## src/rtl/mul_arbiter_if.sv

```systemverilog
// Request, response and multiplier-side signals of mul_arbiter.
// The arbiter uses the slave modport; requesters and the multiplier sit on the master side.
interface mul_arbiter_if #(
  parameter int NREQ  = 4,
  parameter int WIDTH = 16
);
  logic [NREQ-1:0]       req_valid;
  logic [NREQ*WIDTH-1:0] req_a;
  logic [NREQ*WIDTH-1:0] req_b;
  logic [NREQ-1:0]       req_ready;
  logic [WIDTH-1:0]      mul_a;
  logic [WIDTH-1:0]      mul_b;
  logic [2*WIDTH-1:0]    mul_p;
  logic [NREQ-1:0]       resp_valid;
  logic [2*WIDTH-1:0]    resp_data;
  logic [NREQ-1:0]       resp_ready;
  logic                  busy;

  modport slave (
    input  req_valid, req_a, req_b, mul_p, resp_ready,
    output req_ready, mul_a, mul_b, resp_valid, resp_data, busy
  );

  modport master (
    output req_valid, req_a, req_b, mul_p, resp_ready,
    input  req_ready, mul_a, mul_b, resp_valid, resp_data, busy
  );
endinterface

```

## src/rtl/mul_arbiter.sv

```systemverilog
// Round-robin sequencer sharing one combinational signed multiplier among NREQ requesters.
// Define MUL_ARB_FIXED_PRIO_EN to replace round-robin with fixed lowest-index-wins priority.
module mul_arbiter #(
  parameter int NREQ  = 4,
  parameter int WIDTH = 16
) (
  input  logic         clk,
  input  logic         rst,
  mul_arbiter_if.slave bus
);
  localparam int PTR_W = (NREQ > 1) ? $clog2(NREQ) : 1;
  localparam int PW    = 2 * WIDTH;

  typedef enum logic [1:0] {
    IDLE = 2'd0,
    CALC = 2'd1,
    RESP = 2'd2
  } state_t;

  state_t            state_q, state_d;
  logic [PTR_W-1:0]  grant_q, grant_d;
  logic [WIDTH-1:0]  mul_a_q, mul_a_d;
  logic [WIDTH-1:0]  mul_b_q, mul_b_d;
  logic [PW-1:0]     resp_data_q, resp_data_d;
  logic [NREQ-1:0]   resp_valid_q, resp_valid_d;
  logic              busy_q, busy_d;

  logic [NREQ-1:0]   req_ready_s;
  logic              win_found_s;
  logic [PTR_W-1:0]  win_idx_s;

`ifdef MUL_ARB_FIXED_PRIO_EN
`else
  logic [PTR_W-1:0]  rr_ptr_q, rr_ptr_d;
`endif

  // Winner search: first asserted req_valid at or above the start index, wrapping at NREQ-1.
  always_comb begin
    logic [PTR_W:0]   sum_w;
    logic [PTR_W:0]   cand_w;
    logic [PTR_W-1:0] cand;
    win_found_s = 1'b0;
    win_idx_s   = '0;
    sum_w       = '0;
    cand_w      = '0;
    cand        = '0;
    for (int k = 0; k < NREQ; k++) begin
`ifdef MUL_ARB_FIXED_PRIO_EN
      sum_w = (PTR_W+1)'(k);
`else
      sum_w = {1'b0, rr_ptr_q} + (PTR_W+1)'(k);
`endif
      if (sum_w >= (PTR_W+1)'(NREQ)) begin
        cand_w = sum_w - (PTR_W+1)'(NREQ);
      end else begin
        cand_w = sum_w;
      end
      cand = cand_w[PTR_W-1:0];
      if (!win_found_s && bus.req_valid[cand]) begin
        win_found_s = 1'b1;
        win_idx_s   = cand;
      end else begin
        win_found_s = win_found_s;
      end
    end
  end

  // Accept strobe is only offered in IDLE, and never while reset is held.
  always_comb begin
    req_ready_s = '0;
    if ((state_q == IDLE) && !rst && win_found_s) begin
      req_ready_s[win_idx_s] = 1'b1;
    end else begin
      req_ready_s = '0;
    end
  end

  always_comb begin
    state_d      = state_q;
    grant_d      = grant_q;
    mul_a_d      = mul_a_q;
    mul_b_d      = mul_b_q;
    resp_data_d  = resp_data_q;
    resp_valid_d = resp_valid_q;
    busy_d       = busy_q;
`ifdef MUL_ARB_FIXED_PRIO_EN
`else
    rr_ptr_d     = rr_ptr_q;
`endif
    case (state_q)
      IDLE: begin
        if (win_found_s) begin
          grant_d = win_idx_s;
          mul_a_d = bus.req_a[int'(win_idx_s)*WIDTH +: WIDTH];
          mul_b_d = bus.req_b[int'(win_idx_s)*WIDTH +: WIDTH];
          busy_d  = 1'b1;
          state_d = CALC;
        end else begin
          state_d = IDLE;
        end
      end
      CALC: begin
        // The multiplier answer is already settled from the registered operands.
        resp_data_d           = bus.mul_p;
        resp_valid_d          = '0;
        resp_valid_d[grant_q] = 1'b1;
        state_d               = RESP;
      end
      RESP: begin
        if (bus.resp_ready[grant_q]) begin
          resp_valid_d = '0;
          busy_d       = 1'b0;
          state_d      = IDLE;
`ifdef MUL_ARB_FIXED_PRIO_EN
`else
          if (grant_q == PTR_W'(NREQ - 1)) begin
            rr_ptr_d = '0;
          end else begin
            rr_ptr_d = grant_q + PTR_W'(1);
          end
`endif
        end else begin
          state_d = RESP;
        end
      end
      default: begin
        resp_valid_d = '0;
        busy_d       = 1'b0;
        state_d      = IDLE;
      end
    endcase
  end

  always_ff @(posedge clk) begin
    if (rst) begin
      state_q      <= IDLE;
      grant_q      <= '0;
      mul_a_q      <= '0;
      mul_b_q      <= '0;
      resp_data_q  <= '0;
      resp_valid_q <= '0;
      busy_q       <= 1'b0;
    end else begin
      state_q      <= state_d;
      grant_q      <= grant_d;
      mul_a_q      <= mul_a_d;
      mul_b_q      <= mul_b_d;
      resp_data_q  <= resp_data_d;
      resp_valid_q <= resp_valid_d;
      busy_q       <= busy_d;
    end
  end

`ifdef MUL_ARB_FIXED_PRIO_EN
`else
  always_ff @(posedge clk) begin
    if (rst) begin
      rr_ptr_q <= '0;
    end else begin
      rr_ptr_q <= rr_ptr_d;
    end
  end
`endif

  assign bus.req_ready  = req_ready_s;
  assign bus.mul_a      = mul_a_q;
  assign bus.mul_b      = mul_b_q;
  assign bus.resp_valid = resp_valid_q;
  assign bus.resp_data  = resp_data_q;
  assign bus.busy       = busy_q;
endmodule
```

## src/flat_wrapper.sv

```systemverilog
// flat-port wrapper written by rule: the top's interface ports become plain ports
module mul_arbiter_flat 
#(
  parameter int NREQ  = 4,
  parameter int WIDTH = 16
)
  (clk, rst, bus_req_valid, bus_req_a, bus_req_b, bus_mul_p, bus_resp_ready, bus_req_ready, bus_mul_a, bus_mul_b, bus_resp_valid, bus_resp_data, bus_busy);
  mul_arbiter_if #(.NREQ(NREQ), .WIDTH(WIDTH)) bus_i ();
  input  logic clk;
  input  logic rst;
  input wire logic [$bits(bus_i.req_valid)-1:0] bus_req_valid;
  input wire logic [$bits(bus_i.req_a)-1:0] bus_req_a;
  input wire logic [$bits(bus_i.req_b)-1:0] bus_req_b;
  input wire logic [$bits(bus_i.mul_p)-1:0] bus_mul_p;
  input wire logic [$bits(bus_i.resp_ready)-1:0] bus_resp_ready;
  output wire logic [$bits(bus_i.req_ready)-1:0] bus_req_ready;
  output wire logic [$bits(bus_i.mul_a)-1:0] bus_mul_a;
  output wire logic [$bits(bus_i.mul_b)-1:0] bus_mul_b;
  output wire logic [$bits(bus_i.resp_valid)-1:0] bus_resp_valid;
  output wire logic [$bits(bus_i.resp_data)-1:0] bus_resp_data;
  output wire logic [$bits(bus_i.busy)-1:0] bus_busy;
  assign bus_i.req_valid = bus_req_valid;
  assign bus_i.req_a = bus_req_a;
  assign bus_i.req_b = bus_req_b;
  assign bus_i.mul_p = bus_mul_p;
  assign bus_i.resp_ready = bus_resp_ready;
  assign bus_req_ready = bus_i.req_ready;
  assign bus_mul_a = bus_i.mul_a;
  assign bus_mul_b = bus_i.mul_b;
  assign bus_resp_valid = bus_i.resp_valid;
  assign bus_resp_data = bus_i.resp_data;
  assign bus_busy = bus_i.busy;
  mul_arbiter #(.NREQ(NREQ), .WIDTH(WIDTH)) u_core (.clk(clk), .rst(rst), .bus(bus_i));
endmodule
```

## config.mk

```make
export PLATFORM = sky130hd
export DESIGN_NAME = mul_arbiter_flat
export DESIGN_NICKNAME = d
export VERILOG_FILES = /design/src/rtl/mul_arbiter_if.sv /design/src/rtl/mul_arbiter.sv /design/src/flat_wrapper.sv
export SDC_FILE = /design/constraint.sdc
export NUM_CORES = 1
export LEC_CHECK = 0
export CORE_MARGIN = 3
export CORE_UTILIZATION = 30
export DETAILED_ROUTE_END_ITERATION = 10
export GPL_ROUTABILITY_DRIVEN = 1
export PLACE_DENSITY = 0.73
export SYNTH_ARGS = -nofsm -noshare
export SYNTH_HDL_FRONTEND = slang
export SYNTH_SLANG_ARGS = --single-unit
```

## constraint.sdc

```tcl
create_clock -name clk -period 3.8 [get_ports clk]
set_input_delay 1.14 -clock clk [delete_from_list [all_inputs] [get_ports clk]]
set_output_delay 1.14 -clock clk [all_outputs]
set_load 0.01 [all_outputs]
```

# Word-level counts from Yosys, hierarchy flattened
# Index checks and enable logic that the tools add are counted.
# classes
n_addsub	8
magnitude_cmp	12
eq_ne	5
shift	2
n_mux	36
bitwise_logic	2
n_reduce_logical	16
# op_table
cell	n
64-bit by 7-bit variable part select with 16-bit output	2
2-bit 2-to-1 mux	10
2-bit by 3-bit < comparator with 1-bit output (second input constant)	6
1-bit 2-to-1 mux	14
4-bit case mux with 3 select lines	1
1-bit binary-select mux with 2-bit select	5
3-bit greater-or-equal comparator (second input constant)	3
4-bit 2-to-1 mux	2
2-bit by 1-bit subtractor with 2-bit output (second input constant)	4
1-bit logical AND	7
2-bit by 2-bit adder with 3-bit output (second input constant)	2
2-bit case mux with 3 select lines	1
2-bit AND reduction	3
1-bit demux with 2-bit select	2
2-bit == test (second input constant)	2
2-bit by 1-bit greater-or-equal comparator with 1-bit output (second input constant)	2
1-bit zero test	4
2-bit by 1-bit != test with 1-bit output (second input constant)	2
2-bit by 1-bit adder with 3-bit output (second input constant)	1
2-bit by 3-bit greater-or-equal comparator with 1-bit output (second input constant)	1
1-bit case mux with 3 select lines	1
3-bit AND reduction	1
2-bit by 1-bit adder with 2-bit output (second input constant)	1
2-bit by 1-bit == test with 1-bit output (second input constant)	1
other kinds (2)	3
# word_totals
register_bits	75
inputBits	170
out_inout_bits	73
elab_cells	89

# Depth between registers and ports, before layout
# Gate-level depths: netlist (run 1).
# depth
ltp_word	19
depth_mapped	8
depth_no_buf	5

# Worst setup path before layout (run 1)
# OpenSTA, ideal clock, no wires.
# synth_path
path_kind	in2out
start	in bus_req_valid[0]
end	out bus_req_ready[3]
arrival_ns	2.149
required_ns	2.660
slack_ns	0.511
cell_stages	5
path_buffers	2
cell_sequence	nor2_1 a211o_1 clkbuf_1 clkbuf_1 nor3_1
# synth_between
elab_chain_cells	17
word_cells_on_any_way	29
cone_classes	order compare: 2; mux: 19; reduce/logical: 8
# synth_rtl
element	line_no	source
start: declaration	flat_wrapper.sv:11	input wire logic [$bits(bus_i.req_valid)-1:0] bus_req_valid;
1-bit binary-select mux with 2-bit select	mul_arbiter.sv:59	if (!win_found_s && bus.req_valid[cand]) begin
1-bit 2-to-1 mux (not written as such)	mul_arbiter.sv:59	
1-bit 2-to-1 mux	mul_arbiter.sv:59	
1-bit zero test	mul_arbiter.sv:59	
1-bit logical AND	mul_arbiter.sv:59	
1-bit 2-to-1 mux	mul_arbiter.sv:59	
1-bit zero test	mul_arbiter.sv:59	
1-bit logical AND	mul_arbiter.sv:59	
1-bit 2-to-1 mux	mul_arbiter.sv:59	
1-bit zero test	mul_arbiter.sv:59	
1-bit logical AND	mul_arbiter.sv:59	
2-bit 2-to-1 mux	mul_arbiter.sv:59	
2-bit by 3-bit < comparator with 1-bit output (not written as such) or 2-bit by 1-bit greater-or-equal comparator with 1-bit output (tied branches)	mul_arbiter.sv:72	req_ready_s[win_idx_s] = 1'b1;
1-bit logical AND (not written as such)	mul_arbiter.sv:72	
1-bit 2-to-1 mux (not written as such)	mul_arbiter.sv:72	
1-bit demux with 2-bit select	-	
4-bit 2-to-1 mux *	mul_arbiter.sv:71	if ((state_q == IDLE) && !rst && win_found_s) begin
end: declaration	flat_wrapper.sv:16	output wire logic [$bits(bus_i.req_ready)-1:0] bus_req_ready;
# Every way passes the cells marked *; elsewhere a longest branch is shown, timed or not. The select of a mux whose other input is x is not followed.

# Worst setup path after layout (run 1)
# layout_path
start	in bus_req_valid[3]
end	out bus_req_ready[2]
# Same word-level chain as after synthesis.

==> metrics, run 1 <==
status=finished clean; global-route wire length before repair=23000 um; most used flip-flop cell after synthesis=sky130_fd_sc_hd__dfxtp_1; antenna-violating nets left=0; max_cap viols=0; Worst Min Path Start=u_core.bus.resp_data[21]$_SDFFE_PP0P_; FF-to-FF path depth=7; initial antenna violation count=0; number of I/O pins=243; number of cells in the design after placement=861; yosys warns=0; largest driver fanout on the critical path=4; reg2reg end=u_core.bus.mul_b[7]$_SDFFE_PP0P_; post-detailed-route wirelength per cell=16.7 um; reg-to-reg slack, setup=1.58 ns; setup repair after global routing missed its margin=yes; Crit Path Category=primary input to primary output; Critical Path RT=2.66 ns; Global Route Usage Sum=0.201; DR vias/cell=5.11; overall via count from detail_route=4481; Total Die Area=14100 um2; power density relative to cell area=394 nW/um2; number of synthesized flops with an enable pin=0; count of port buffers added during placement=242; Static Leakage=2.56 nW; max-slew violation count=0; register clock-pin slew on the reported worst setup and hold paths=0.06 ns; CP Launch Type=primary input; final-stage net count=878; starting utilization of the core area=0.312; post-layout utilization of the core=0.556; final setup fails=0; latest clock arrival within the worst-skew pair=0.33 ns; number of storage elements in the synthesis netlist=75; postcts setup bufs=0; share of the clock period used by the worst path after layout=0.994; dominant cells by area after synthesis=sky130_fd_sc_hd__dfxtp_1 (39%), sky130_fd_sc_hd__a221oi_1 (7.1%), sky130_fd_sc_hd__nand2_1 (6.9%); # rows=40; maximum number of pins on one net before global-route repair=75; Clock Sinks=75; number of DRC violations after detailed-routing iteration 0=227; Clock Tree Root=sky130_fd_sc_hd__clkbuf_16; synthesized cell area=3810 um2; post-synthesis sequential area ratio=0.394; final routed wirelength across all metal layers=14600 um; non-filler instance count after layout=877; Post-Place Setup Slack=-0.324 ns; final period demand of the worst path=3.78 ns; grt ovf=0; placed instance area=6430 um2; Fin Clk Skew=0.00557 ns; distinct cell type count after synthesis=44; fraction of registers with async set or reset after synthesis=0; worst hold path depth=2; Total Negative Setup Slacks=0 ns; post-route setup slack=0.0235 ns; proportion of layout cells with a drive suffix above 1=0.0776; fmax=265 MHz; routability-driven placement congestion ratio=0.963; transition time of the tightest slew-check pin=1.14 ns; Clock Path Buffers=2; post-synthesis cell count=477; area share of the leading cell type in the synthesized netlist=0.394; number of global-route vias before repair=4484; CTS Buf Count=9; post-route standard cell area excluding fillers=6790 um2; type of element capturing the critical path=primary output; Endpoint, Worst Hold=u_core.bus.resp_data[21]$_SDFFE_PP0P_; Initial DRT Pass Iterations=4; Post-Syn Nets=651; origin of the worst setup path=bus_req_valid[3]; remaining design rule violation count=0; Crit path arrival time=2.64 ns; layout overhead on the synthesized area=78.2%; Die H=119 um; Fin. Hold Viols=0; worst-case headroom to the max-slew limit=0.243; worst voltage drop across the vdd grid=0.000187 V; antenna diode count=0; post-detailed-placement half-perimeter wirelength=11100 um; worst hold path type=register to register; die width=119 um; cell taking the most area after synthesis=sky130_fd_sc_hd__dfxtp_1; H-tree levels=3; TritonCTS clock tree=built; average footprint of a synthesized cell=7.99 um2; startpoint of the worst-slack reg-to-reg timing path=u_core.rr_ptr_q[0]$_SDFFE_PP0P_; Core Box Area=12200 um2
sequential cells by signal (all words and copies together) (netlist names):
signal / flops
u_core.bus.busy: 1
u_core.bus.mul_a: 16
u_core.bus.mul_b: 16
u_core.bus.resp_data: 32
u_core.bus.resp_valid: 4
u_core.grant_q: 2
u_core.rr_ptr_q: 2
u_core.state_q: 2
worst max-delay path, stage by stage:
cell and delay [ns]:
sky130_fd_sc_hd__clkdlybuf4s50_1 0.49, sky130_fd_sc_hd__nor2_1 0.07, sky130_fd_sc_hd__a211o_1 0.37, sky130_fd_sc_hd__nor2_4 0.14
sky130_fd_sc_hd__and3_1 0.17, sky130_fd_sc_hd__dlygate4sd2_1 0.27
worst max path at each step:
stage | to | slack, ns | cells after the start
after global routing | bus_req_ready[2] | -0.02 | 7
after CTS | bus_req_ready[0] | 0.0009 | 7
final | bus_req_ready[2] | 0.02 | 6
after floorplan | bus_req_ready[3] | 0.51 | 5
after detailed placement | bus_req_ready[0] | -0.32 | 6
after global placement | bus_req_ready[1] | -0.28 | 6
timing repair:
action | 4_1_cts | 5_1_grt
pin swaps | 0 | 1
hold buffers | 0 | 0
gates resized for setup | 9 | 9
setup endpoints to repair | 4 | 4
hold endpoints to repair | 0 | 0
per-stage QoR:
step                total power [mW]  hold WS, ns
finish                          2.68        0.457
global route                    2.80        0.476
CTS                             2.71        0.456
detailed placement              1.71        0.448
global placement                1.70        0.440
floorplan                       1.27        0.481
power breakdown:
part	switching [mW]	internal [mW]	total (mW)
clock	0.334	0.644	0.978
combinational	0.336	0.437	0.773
sequential	0.0535	0.871	0.925
cells in the final DEF, fill, tap and decap left out, types with 4 or more instances in the layout:
cell type                         count
sky130_fd_sc_hd__inv_1                4
sky130_fd_sc_hd__nand2_1             70
sky130_fd_sc_hd__o21ai_1             31
sky130_fd_sc_hd__dfxtp_1             75
sky130_fd_sc_hd__clkdlybuf4s50_1    236
sky130_fd_sc_hd__a221oi_1            31
sky130_fd_sc_hd__ha_1                 4
sky130_fd_sc_hd__a22oi_1              4
sky130_fd_sc_hd__a21oi_1             40
sky130_fd_sc_hd__clkbuf_16            9
sky130_fd_sc_hd__and3_1              32
sky130_fd_sc_hd__buf_4               19
sky130_fd_sc_hd__a211oi_1            30
sky130_fd_sc_hd__a21boi_1            30
sky130_fd_sc_hd__nor2_1              41
cell usage after synthesis (4+ instances only):
library cell,number
sky130_fd_sc_hd__a21boi_1,30
sky130_fd_sc_hd__inv_1,4
sky130_fd_sc_hd__a211oi_1,30
sky130_fd_sc_hd__a22oi_1,4
sky130_fd_sc_hd__ha_1,4
sky130_fd_sc_hd__nor2b_1,4
sky130_fd_sc_hd__nand2_1,70
sky130_fd_sc_hd__and3_1,32
sky130_fd_sc_hd__dfxtp_1,75
sky130_fd_sc_hd__o21ai_1,31
sky130_fd_sc_hd__nor2_1,42
sky130_fd_sc_hd__buf_6,4
sky130_fd_sc_hd__a21oi_1,40
sky130_fd_sc_hd__a221oi_1,31
sky130_fd_sc_hd__clkbuf_1,37
final cells by class:
cell class	instances	area, um2
Fill cell	1134	5420
Timing Repair Buffer	264	2600
Multi-Input combinational cell	350	2120
Sequential cell	75	1500
Clock buffer	10	229
Tap cell	168	210
Clock inverter	6	113
Inverter	4	15.0
metal layers:
layer  share of wire  vias to the layer above  GRT usage
li1                -                     2192          -
met1            0.37                     2042      0.221
met2            0.50                      231      0.359
met3            0.11                       16     0.0718
met4           0.017                        0     0.0681
met5               0                        -          0
cells by family after synthesis:
kind of cell,share of synthesized area
AO/OA/AOI/OAI,0.335
adder cells (fa/ha/maj),0.0131
buffers and inverters,0.0604
AND/OR/NAND/NOR,0.189
multiplexers,0.00853
flip-flops,0.394
Note: power is estimated with default switching activity, not from simulation.
==> run 2: changes to the inputs <==
--- a/config.mk
+++ b/config.mk
@@ -8,7 +8,6 @@
 export CORE_MARGIN = 3
 export CORE_UTILIZATION = 30
 export DETAILED_ROUTE_END_ITERATION = 10
-export GPL_ROUTABILITY_DRIVEN = 1
 export PLACE_DENSITY = 0.73
 export SYNTH_ARGS = -nofsm -noshare
 export SYNTH_HDL_FRONTEND = slang
==> results of run 2 <==
No change in the layout: final DEF, timing and power equal those of run 1.
==> run 3: changes to the inputs <==
--- a/config.mk
+++ b/config.mk
@@ -6,9 +6,9 @@
 export NUM_CORES = 1
 export LEC_CHECK = 0
 export CORE_MARGIN = 3
-export CORE_UTILIZATION = 30
+export CORE_UTILIZATION = 35
 export DETAILED_ROUTE_END_ITERATION = 10
-export PLACE_DENSITY = 0.73
+export PLACE_DENSITY = 0.83
 export SYNTH_ARGS = -nofsm -noshare
 export SYNTH_HDL_FRONTEND = slang
 export SYNTH_SLANG_ARGS = --single-unit
==> run 3 against run 2 <==
Combinational power about the same. Sequential power about the same. Clock-buffer cell count unchanged. Via count up 0.69%. Clock skew up 0.0022 ns. Critical path type unchanged. Critical endpoint is now bus_req_ready[1]. Largest cell class unchanged. Highest routed layer unchanged.
==> metrics, run 3 (same netlist as run 1, synthesis figures left out) <==
status=finished clean; number of I/O pins=243 (unchanged); Fin Clk Skew=0.00773 ns (+0.00215 ns); DR vias/cell=5.34 (+4.5%); Initial DRT Pass Iterations=5 (+1); starting utilization of the core area=0.364 (+0.0522); final routed wirelength across all metal layers=14300 um (-2.7%); crit-path max cell delay=0.49 ns (about the same); initial antenna violation count=0 (unchanged); number of global-route vias before repair=4274 (-4.7%); count of port buffers added during placement=242 (unchanged); routability-driven placement congestion ratio=0.870 (-9.6%); worst-case headroom to the max-slew limit=0.259 (+0.0163); transition time of the tightest slew-check pin=1.11 ns (-0.0244 ns); Clock Path Buffers=2 (unchanged); placed instance area=6370 um2 (-0.93%); Static Leakage=2.51 nW (-1.9%); final setup fails=0 (unchanged); Global Route Usage Sum=0.221 (+0.0199); # rows=37 (-7.5%); postcts setup bufs=0 (unchanged); hold-fix buffer count after cts=0 (unchanged); CTS Buf Count=9 (unchanged); area of combinational cells with multiple inputs=2120 um2 (-0.24%); Crit Path Category=primary input to primary output; max-slew violation count=0 (unchanged); CP Launch Type=primary input; largest driver fanout on the critical path=4 (unchanged); antenna-violating nets left=0 (unchanged); post-detailed-route wirelength per cell=16.9 um (+1.0%); Critical Path RT=2.66 ns (about the same); post-route setup slack=0.0610 ns (+0.0375 ns); number of DRC violations after detailed-routing iteration 0=311 (+37%); setup repair after global routing missed its margin=no; worst voltage drop across the vdd grid=0.000222 V (+19%); H-tree levels=3 (unchanged); worst hold path type=register to register; post-detailed-placement half-perimeter wirelength=10600 um (-4.9%); overall via count from detail_route=4512 (+0.69%); remaining design rule violation count=0 (unchanged); global-route wire length before repair=21000 um (-9.0%); final-stage net count=878 (unchanged); CP Cell Sequence=clkdlybuf4s50_1 > nor2_1 > a211o_1 > nor2_4 > and2_4 > dlygate4sd2_1; max FFs per register=32 (unchanged); fmax=267 MHz (+1.0%); Total Die Area=12200 um2 (-14%); Crit path arrival time=2.60 ns (-0.04 ns); post-route standard cell area excluding fillers=6640 um2 (-2.3%); die width=110 um (-7.0%); fillers=868 (-23%); maximum number of pins on one net before global-route repair=74 (-1.3%); Core Box Area=10500 um2 (-14%); Die H=110 um (-7.0%); share of the clock period used by the worst path after layout=0.984 (-0.00987); Clock Sinks=75 (unchanged); Total Negative Setup Slacks=0 ns (unchanged); most frequent cells in the layout=sky130_fd_sc_hd__clkdlybuf4s50_1 (237), sky130_fd_sc_hd__dfxtp_1 (75), sky130_fd_sc_hd__nand2_1 (70); post-layout utilization of the core=0.634 (+0.0780); layout overhead on the synthesized area=74.1%; final period demand of the worst path=3.74 ns (-0.0375 ns); Fin. Hold Viols=0 (unchanged); register clock-pin slew on the reported worst setup and hold paths=0.07 ns (about the same); TritonCTS clock tree=built; type of element capturing the critical path=primary output; Sequential Area=1500 um2 (unchanged); max_cap viols=0 (unchanged); library cell contributing the largest single delay on the critical path=sky130_fd_sc_hd__clkdlybuf4s50_1; proportion of layout cells with a drive suffix above 1=0.0790 (+0.00141); grt ovf=0 (unchanged); power density relative to cell area=367 nW/um2 (-6.7%); latest clock arrival within the worst-skew pair=0.35 ns (+0.02 ns); most frequent standard cell in the layout excluding fill and tap cells=sky130_fd_sc_hd__clkdlybuf4s50_1; Post-Place Setup Slack=-0.366 ns (-0.0417 ns); antenna diode count=0 (unchanged); Clock Tree Root=sky130_fd_sc_hd__clkbuf_8
[run 3: worst max-delay path: cells and delay by family]
kind | cells | cell delay, ns
buffers and inverters | 2 | 0.75
and+or+nand+nor | 3 | 0.37
AOI/OAI and AO/OA | 1 | 0.34
[run 3: metrics by stage]
stage / std cells / hold WS [ns] / total power [mW]
floorplan: 477 / 0.481 / 1.27
global placement: 828 / 0.443 / 1.68
detailed placement: 828 / 0.451 / 1.71
CTS: 844 / 0.463 / 2.46
global route: 845 / 0.479 / 2.56
finish: 845 / 0.458 / 2.44
[run 3: per-layer routing]
metal | wire length [um] | vias up | track usage | share of wire
met5 | 0 | - | 0 | 0
met4 | 334 | 0 | 0.0871 | 0.023
met3 | 1660 | 30 | 0.0728 | 0.12
met2 | 6980 | 239 | 0.384 | 0.49
met1 | 5270 | 2053 | 0.250 | 0.37
li1 | - | 2190 | - | -
[run 3: layout make-up]
cell class              count  area share
well taps                 136      0.0256
multi-input cells         350       0.319
inverters                   4     0.00226
repair buffers            264       0.391
clock inverters             6      0.0170
clock buffers              10      0.0192
flip-flops and latches     75       0.226
[run 3: report_power, final]
| group | switching [mW] | total (mW) | internal (mW) | leakage (nW) |
|---|---|---|---|---|
| sequential | 0.0519 | 0.922 | 0.870 | 0.618 |
| clock | 0.305 | 0.744 | 0.439 | 0.121 |
| combinational | 0.335 | 0.772 | 0.437 | 1.78 |
| total | 0.692 | 2.44 | 1.75 | 2.51 |
[run 3: timing repair]
item                       4_1_cts  5_1_grt
gates resized for setup          9        7
hold endpoints to repair         0        0
setup endpoints to repair        4        3
[run 3: final timing paths]
| path | slack (ns) | cells after the start | from | to |
|---|---|---|---|---|
| max | 0.06 | 6 | bus_req_valid[3] | bus_req_ready[1] |
| min | 0.46 | 2 | u_core.bus.resp_data[31]$_SDFFE_PP0P_ | u_core.bus.resp_data[31]$_SDFFE_PP0P_ |
| max reg2reg | 1.57 | 7 | u_core.rr_ptr_q[0]$_SDFFE_PP0P_ | u_core.bus.mul_b[11]$_SDFFE_PP0P_ |
| min reg2reg | 0.46 | 2 | u_core.bus.resp_data[31]$_SDFFE_PP0P_ | u_core.bus.resp_data[31]$_SDFFE_PP0P_ |
